==> src/rtl/demux32_8_pkg.sv <==
// Shared definitions for the byte/word packer and serializer pair.
package demux32_8_pkg;

  localparam int BYTE_W         = 8;
  localparam int WORD_W         = 32;
  localparam int BYTES_PER_WORD = 4;

  typedef enum logic {
    IDLE   = 1'b0,
    SERIAL = 1'b1
  } ser_state_t;

endpackage

==> src/rtl/demux32_8_word_fifo2.sv <==
// Two-entry first-word-fall-through word buffer: rdata always shows the head.
module word_fifo2
  import demux32_8_pkg::*;
(
  input  logic              clk_4f,
  input  logic              reset_L,
  input  logic              push,
  input  logic              pop,
  input  logic [WORD_W-1:0] wdata,
  output logic [WORD_W-1:0] rdata,
  output logic [1:0]        count
);

  logic [WORD_W-1:0] mem [2];
  logic              wr_ptr;
  logic              rd_ptr;
  logic              push_ok;
  logic              pop_ok;

  // Self-guarded so a misbehaving caller cannot corrupt the pointers.
  assign push_ok = push && (count != 2'd2);
  assign pop_ok  = pop && (count != 2'd0);

  always_ff @(posedge clk_4f or negedge reset_L) begin
    if (!reset_L) begin
      wr_ptr <= 1'b0;
      rd_ptr <= 1'b0;
      count  <= 2'd0;
    end else begin
      if (push_ok) wr_ptr <= ~wr_ptr;
      if (pop_ok)  rd_ptr <= ~rd_ptr;
      case ({push_ok, pop_ok})
        2'b10:   count <= count + 2'd1;
        2'b01:   count <= count - 2'd1;
        default: count <= count;
      endcase
    end
  end

  always_ff @(posedge clk_4f) begin
    if (push_ok) mem[wr_ptr] <= wdata;
  end

  assign rdata = mem[rd_ptr];

endmodule

==> src/rtl/demux32_8.sv <==
// Word-to-byte serializer: buffers up to two 32-bit words and emits each as
// four consecutive bytes on clk_4f, gapless while words keep arriving.
module demux32_8
  import demux32_8_pkg::*;
#(
  parameter int MSB_FIRST = 1
) (
  input  logic              clk_4f,
  input  logic              reset_L,
  input  logic [WORD_W-1:0] data_in,
  input  logic              valid_in,
  output logic              ready_out,
  output logic [BYTE_W-1:0] data_out,
  output logic              valid_out
);

  ser_state_t        state;
  ser_state_t        state_nxt;
  logic [1:0]        byte_idx;
  logic [WORD_W-1:0] word_p0;
  logic [WORD_W-1:0] fifo_rdata;
  logic [1:0]        fifo_count;
  logic              fifo_empty;
  logic              last_byte;
  logic              push;
  logic              load;
  logic              advance;
  logic              drain;

  function automatic logic [BYTE_W-1:0] pick_byte(input logic [WORD_W-1:0] word,
                                                   input logic [1:0]        idx);
    logic [1:0] lane;
    lane = (MSB_FIRST != 0) ? (2'd3 - idx) : idx;
    case (lane)
      2'd0:    return word[7:0];
      2'd1:    return word[15:8];
      2'd2:    return word[23:16];
      default: return word[31:24];
    endcase
  endfunction

  // ready_out deliberately ignores a same-cycle pop so it stays a pure
  // function of registered occupancy.
  assign ready_out  = (fifo_count < 2'd2) && reset_L;
  assign push       = valid_in && ready_out;
  assign fifo_empty = (fifo_count == 2'd0);
  assign last_byte  = (byte_idx == 2'd3);

  word_fifo2 u_fifo (
    .clk_4f  (clk_4f),
    .reset_L (reset_L),
    .push    (push),
    .pop     (load),
    .wdata   (data_in),
    .rdata   (fifo_rdata),
    .count   (fifo_count)
  );

  always_ff @(posedge clk_4f or negedge reset_L) begin
    if (!reset_L) state <= IDLE;
    else          state <= state_nxt;
  end

  always_comb begin
    state_nxt = state;
    case (state)
      IDLE:    if (!fifo_empty) state_nxt = SERIAL;
      SERIAL:  if (last_byte && fifo_empty) state_nxt = IDLE;
      default: state_nxt = IDLE;
    endcase
  end

  always_comb begin
    load    = 1'b0;
    advance = 1'b0;
    drain   = 1'b0;
    case (state)
      IDLE:    load = !fifo_empty;
      SERIAL: begin
        if (!last_byte)       advance = 1'b1;
        else if (!fifo_empty) load    = 1'b1;
        else                  drain   = 1'b1;
      end
      default: drain = 1'b1;
    endcase
  end

  // Stage p0: word held for serialization; not reset, only sampled on a pop.
  always_ff @(posedge clk_4f) begin
    if (load) word_p0 <= fifo_rdata;
  end

  // Output stage: byte counter and registered byte/valid.
  always_ff @(posedge clk_4f or negedge reset_L) begin
    if (!reset_L) begin
      byte_idx  <= 2'd0;
      data_out  <= '0;
      valid_out <= 1'b0;
    end else if (load) begin
      byte_idx  <= 2'd0;
      data_out  <= pick_byte(fifo_rdata, 2'd0);
      valid_out <= 1'b1;
    end else if (advance) begin
      byte_idx  <= byte_idx + 2'd1;
      data_out  <= pick_byte(word_p0, byte_idx + 2'd1);
      valid_out <= 1'b1;
    end else if (drain) begin
      byte_idx  <= 2'd0;
      data_out  <= '0;
      valid_out <= 1'b0;
    end
  end

endmodule

==> config.mk <==
export PLATFORM = sky130hd
export DESIGN_NAME = demux32_8
export DESIGN_NICKNAME = d
export VERILOG_FILES = /design/src/rtl/demux32_8_pkg.sv /design/src/rtl/demux32_8_word_fifo2.sv /design/src/rtl/demux32_8.sv
export SDC_FILE = /design/constraint.sdc
export NUM_CORES = 1
export LEC_CHECK = 0
export BUFFER_PORTS_ARGS = -buffer_cell sky130_fd_sc_hd__buf_2
export CELL_PAD_IN_SITES_DETAIL_PLACEMENT = 0
export CELL_PAD_IN_SITES_GLOBAL_PLACEMENT = 2
export CORE_UTILIZATION = 38
export CTS_CLUSTER_SIZE = 8
export DETAILED_ROUTE_END_ITERATION = 8
export GPL_TIMING_DRIVEN = 0
export PLACE_DENSITY_LB_ADDON = 0.1
export SYNTH_ARGS = -nofsm -noshare
export SYNTH_HDL_FRONTEND = slang
export SYNTH_HIERARCHICAL = 1
export SYNTH_SLANG_ARGS = --single-unit
export TNS_END_PERCENT = 1
==> constraint.sdc <==
create_clock -name clk_4f -period 5.44 [get_ports clk_4f]
set_input_delay 1.088 -clock clk_4f [delete_from_list [all_inputs] [get_ports clk_4f]]
set_output_delay 1.088 -clock clk_4f [all_outputs]
set_load 0.03 [all_outputs]
; After elaboration in Yosys (flattened, before gate mapping)
; Memories as Yosys holds them, arrays and structs flattened.
; Index checks and enable logic that the tools add are counted.
[totals]
output_inout_bits = 10
ramBits = 64
latchBits = 0
input_bits = 35
register_bits = 48
word_cells = 57
rom_bits = 0
memories = 1
[mem_list]
columns = memory, words, word_bits, rd, rd_clocked_by_memory_dff, write_ports, line_no
row1 = u_fifo.mem, 2, 32, 1, 0, 1, demux32_8_word_fifo2.sv:14  ; logic [WORD_W-1:0] mem [2];
[classes]
n_mul = 0
muxes = 23
div_mod_pow = 0
order_cmp = 1
n_reduce_logical = 11
add_sub_neg = 4
bitwise_logic = 3
n_shift = 0
eq_ne = 6
[ops]
columns = operator, count
row1 = 8-bit two-way mux, 3
row2 = 8-bit case mux with 3 select lines, 1
row3 = 1-bit two-way mux, 13
row4 = 2-bit == test (second input constant), 3
row5 = 2-bit two-way mux, 3
row6 = 1-bit logical AND, 5
row7 = 2-bit by 1-bit adder with 2-bit output (second input constant), 2
row8 = 2-bit by 1-bit == test with 1-bit output (second input constant), 2
row9 = 2-bit zero test, 2
row10 = 1-bit case mux with 2 select lines, 2
row11 = 2-bit case mux with 2 select lines, 1
row12 = 2-bit nonzero test, 2
row13 = 1-bit inverter, 3
row14 = 3-bit nonzero test, 1
row15 = 2-bit less-than comparator (second input constant), 1
row16 = 2-bit inequality test (second input constant), 1
row17 = 2-bit by 1-bit subtractor with 2-bit output (second input constant), 1
row18 = 2-bit subtractor (first input constant), 1
row19 = 1-bit zero test, 1

; Logic depth before layout (Yosys ltp)
[logic_depth]
depth_word = 7
depth_mapped = 9
ltp_nobuf = 8

; Hierarchy
; Netlist, hierarchy kept.
[by_module_without_submodules]
columns = module, area_each_um2, cells_per_inst, seq_area_each_um2, instances
row1 = word_fifo2, 2628.8, 117, 2021.9, 1
row2 = demux32_8, 1460.2, 103, 1021.0, 1

; Worst setup path after synthesis
; OpenSTA, ideal clock, no wires.
[synth_path]
path_kind = input -> register
start = input port reset_L
end = memory u_fifo.mem[0][0], enable pin
setup_time_ns = 0.421
n_path_buf = 0
cell_stages = 4
required_ns = 5.019
path_slack_ns = 1.775
arrival_ns = 3.244
cell_sequence = nor2b_1 -> and2_1 -> o21ai_2 -> nor2_1
[synth_via]
elab_chain_len = 5
[synth_lines]
columns = element, line_no
row1 = "start, declared", demux32_8.sv:9  ; input logic reset_L,
row2 = 1-bit logical AND, demux32_8.sv:44  ; assign ready_out = (fifo_count < 2'd2) && reset_L;
row3 = 1-bit logical AND, demux32_8.sv:45  ; assign push = valid_in && ready_out;
row4 = named net push, demux32_8.sv:25  ; logic push;
row5 = 1-bit logical AND, demux32_8_word_fifo2.sv:21  ; assign push_ok = push && (count != 2'd2);
row6 = 1-bit two-way mux, demux32_8_word_fifo2.sv:41  ; if (push_ok) mem[wr_ptr] <= wdata;
row7 = 1-bit two-way mux (not written as such), demux32_8_word_fifo2.sv:41
row8 = "end, declared", demux32_8_word_fifo2.sv:14
; The timed path passes the listed nets, and every way through them passes these cells.

; Worst setup path after layout
[layout_path]
start = register byte_idx[0]
end = register u_fifo.count[1]
[layout_via]
elab_chain_len = 6
word_cells_on_any_way = 8
cone_classes = eq/ne (3) / mux (3) / reduce/logical (2)
[layout_lines]
columns = element, line_no
row1 = "start, declared", demux32_8.sv:19  ; logic [1:0] byte_idx;
row2 = "start signal, assigned", demux32_8.sv:104  ; byte_idx <= byte_idx + 2'd1;
row3 = 2-bit == test *, demux32_8.sv:47  ; assign last_byte = (byte_idx == 2'd3);
row4 = 1-bit two-way mux *, demux32_8.sv:80  ; if (!last_byte) advance = 1'b1;
row5 = 1-bit case mux with 2 select lines *, demux32_8.sv:77  ; case (state)
row6 = named net load, demux32_8.sv:26  ; logic load;
row7 = 1-bit logical AND *, demux32_8_word_fifo2.sv:22  ; assign pop_ok = pop && (count != 2'd0);
row8 = named net u_fifo.pop_ok, demux32_8_word_fifo2.sv:18  ; logic pop_ok;
row9 = 2-bit by 1-bit == test with 1-bit output or 2-bit == test (tied branches), demux32_8_word_fifo2.sv:32  ; case ({push_ok, pop_ok})
row10 = 2-bit case mux with 2 select lines or 2-bit nonzero test (tied branches), --
row11 = "end signal, assigned", demux32_8_word_fifo2.sv:33  ; 2'b10: count <= count + 2'd1;
row12 = "end signal, assigned", demux32_8_word_fifo2.sv:34  ; 2'b01: count <= count - 2'd1;
row13 = "end signal, assigned", demux32_8_word_fifo2.sv:35  ; default: count <= count;
row14 = "end, declared", demux32_8_word_fifo2.sv:11  ; output logic [1:0] count
; The timed path passes the listed nets; every way through them passes the cells marked *.
; A chain may end at the register's enable or synchronous reset.

==> results.py <==
metrics = {
    "global_route": {
        "grt_pass1_vias": 2003,
        "antenna_found_initial": 0,
        "track_usage": 0.135,
        "grt_start_max_net_pins": 31,
        "grt_overflow": 0,
        "grt_pass1_wl_mm": 10.8,
    },
    "placed_design": {
        "gp_congestion": 0.683,
        "placedCellCount": 402,
        "io_buffer_count": 44,
        "dp_hpwl_mm": 4.45,
    },
    "final_layout": {
        "fill_cells": 924,
        "layout_commonest_cell": "edfxtp_1",
        "multi_input_area_um2": 948,
        "final_cell_mix": "edfxtp_1, buf_2, mux2_4",
        "n_antenna_cell": 0,
        "utilization": 0.457,
        "final_nets": 317,
        "regArea_mm2": 0.00304,
        "drive_gt1_frac": 0.365,
        "final_cell_count_no_fill": 418,
        "area_delta_synth_final_pct": 15.8,
    },
    "die": {
        "die_w_um": 106,
        "core_mm2": 0.0104,
        "dieArea_mm2": 0.0112,
        "io_pins": 45,
        "rows": 37,
        "start_util": 0.394,
        "die_y_um": 106,
    },
    "min_path": {
        "worst_hold_path.endpoint": "valid_out",
        "hp-class": "reg -> reg",
        "whs_path_depth": 2,
        "min-delay-start": "valid_out",
    },
    "timing": {
        "maxSlewHeadroom": 0.171,
        "hold_violations": 0,
        "min_period_over_period": 0.551,
        "min_period_ns": 3.00,
        "tightestPinTransition_ns": 1.24,
        "fmax_mhz": 333,
        "slew_violations": 0,
        "finClkSkew_ns": 0.0133,
        "finalSetupViolCount": 0,
        "rsz0062_at_grt": "no",
        "fin_setup_tns_ns": 0,
    },
    "worst_setup_path": {
        "rr_endpoint": "u_fifo/count[1]",
        "startpoint_type": "flip-flop",
        "cp-end-kind": "flip-flop",
        "reg2reg_slack_ns": 2.44,
        "cp.arrival_ns": 3.29,
        "cp.required_ns": 5.73,
        "ff2ff_path_depth": 8,
        "r2r_start": "byte_idx[0]",
        "crit_fanout": 25,
        "worstSetupPathType": "reg -> reg",
    },
    "synthesis": {
        "synth-edff-count": 88,
        "syn_avg_cell_area_um2": 18.6,
        "async_reset_ff_frac": 0.154,
        "yosysWarnings": 6,
        "synthesis.area_mm2": 0.00409,
        "syn-num-nets": 260,
        "synth_seq_cells": 104,
        "syn_inst": 220,
        "synth_seq_area_share": 0.744,
        "ys_types": 27,
        "synth_ff_type": "edfxtp_1",
    },
    "clock_network": {
        "numCtsBuffers": 9,
        "cts_resized": 0,
        "cts_tree": "built",
        "postCtsHoldBufs": 0,
        "cts_sinks": 104,
        "cts_setup_buffers": 0,
        "insertion_delay_ns": 0.36,
        "cts-root-buf": "clkbuf_8",
        "h-tree-depth": 3,
        "clkTransAtPathRegs_ns": 0.10,
        "clockBufferDepth": 2,
    },
    "run": {
        "cap_violations": 0,
    },
    "drt": {
        "drt_pass1_iterations": 4,
        "vias": 1932,
        "vias_per_cell": 4.62,
        "final_antenna_net_count": 0,
        "wl_per_cell_um": 16.4,
        "drt-total-wl_mm": 6.87,
        "drtIter0Drc": 126,
        "drc": 0,
    },
    "power": {
        "p_leak_nw": 1.77,
        "powerDensity_mw_per_mm2": 518,
        "ir_drop_mv": 0.255,
    },
    "outcome": {
        "status": "complete, no violations",
    },
}
==> flip-flops by register name (all words and copies together), names as in the netlist <==
register,cells
u_fifo/mem,64
word_p0,24
data_out,8
byte_idx,2
u_fifo/count,2
state,1
u_fifo/rd_ptr,1
u_fifo/wr_ptr,1
valid_out,1
==> logic make-up (layout without fill, tap and decap cells) <==
logic type	after synthesis	count (layout)	synth area share
AOI/OAI and AO/OA	19	19	0.0392
buffers and inverters	17	79	0.0275
adders and majority gates	5	5	0.0153
xor gates and xnor gates	5	5	0.0107
DFF	104	104	0.744
and+or+nand+nor	37	37	0.0459
muxes	33	33	0.117
==> through the flow <==
step | hold WS, ns | setup slack [ns] | cell area, µm² | total power, W
floorplan | 0.468 | 1.77 | 4090 | 0.00177
global placement | 0.482 | 0.855 | 4480 | 0.00199
detailed placement | 0.487 | 2.36 | 4530 | 0.00201
CTS | 0.514 | 2.34 | 4730 | 0.00250
global route | 0.558 | 2.09 | 4730 | 0.00260
finish | 0.510 | 2.44 | 4730 | 0.00245
==> final cells by class <==
class / instances / share of cell area
clock inverter: 7 / 0.0161
tap: 136 / 0.0359
multi-input combinational: 99 / 0.200
buffer: 12 / 0.0198
timing repair buffer: 46 / 0.0550
clock buffer: 9 / 0.0262
sequential: 104 / 0.643
inverter: 5 / 0.00396
==> layer usage <==
layer	up-vias	track usage	routed length [µm]
met5	-	0	0
met4	0	0.0536	95
met3	8	0.0414	339
met2	44	0.216	3390
met1	929	0.172	3050
li1	951	-	-
==> synth_stat cells (2+ instances only) <==
| library cell | number | share of area |
|---|---|---|
| edfxtp_1 | 88 | 0.65 |
| mux2_4 | 29 | 0.11 |
| dfrtp_1 | 16 | 0.098 |
| nor2_1 | 12 | 0.011 |
| nand3_1 | 9 | 0.011 |
| a222oi_1 | 8 | 0.020 |
| or2_1 | 8 | 0.012 |
| a31oi_1 | 7 | 0.011 |
| clkbuf_1 | 6 | 0.0055 |
| buf_6 | 5 | 0.014 |
| ha_1 | 5 | 0.015 |
| inv_1 | 5 | 0.0046 |
| xnor2_1 | 4 | 0.0086 |
| mux2_1 | 3 | 0.0083 |
| and2_1 | 2 | 0.0031 |
| nand2b_1 | 2 | 0.0031 |
==> how the worst max path moves through the flow <==
stage          cells past startpoint   startpoint  slack [ns]                to
6_report                           8  byte_idx[0]        2.44   u_fifo/count[1]
5_1_grt                            8  byte_idx[0]        2.09   u_fifo/count[1]
4_1_cts                            8  byte_idx[0]        2.34   u_fifo/count[1]
3_5_place_dp                       8  byte_idx[0]        2.36   u_fifo/count[1]
3_3_place_gp                       5      reset_L        0.85  u_fifo/mem[0][8]
2_1_floorplan                      4      reset_L        1.77  u_fifo/mem[0][0]
==> power by group <==
group | switching (W) | internal, W
Combinational | 0.000443 | 0.000359
Sequential | 0.0000810 | 0.00109
Clock | 0.000265 | 0.000218
==> critical path, stage by stage, from the launching register on <==
cell,delay (ns)
dfrtp_1,0.43
ha_1,0.16
nand2b_1,0.12
clkbuf_1,0.37
and2_1,1.03
o21a_2,0.30
ha_1,0.26
nor2_1,0.14
xnor2_1,0.12
(Power assumes the default switching activity.)
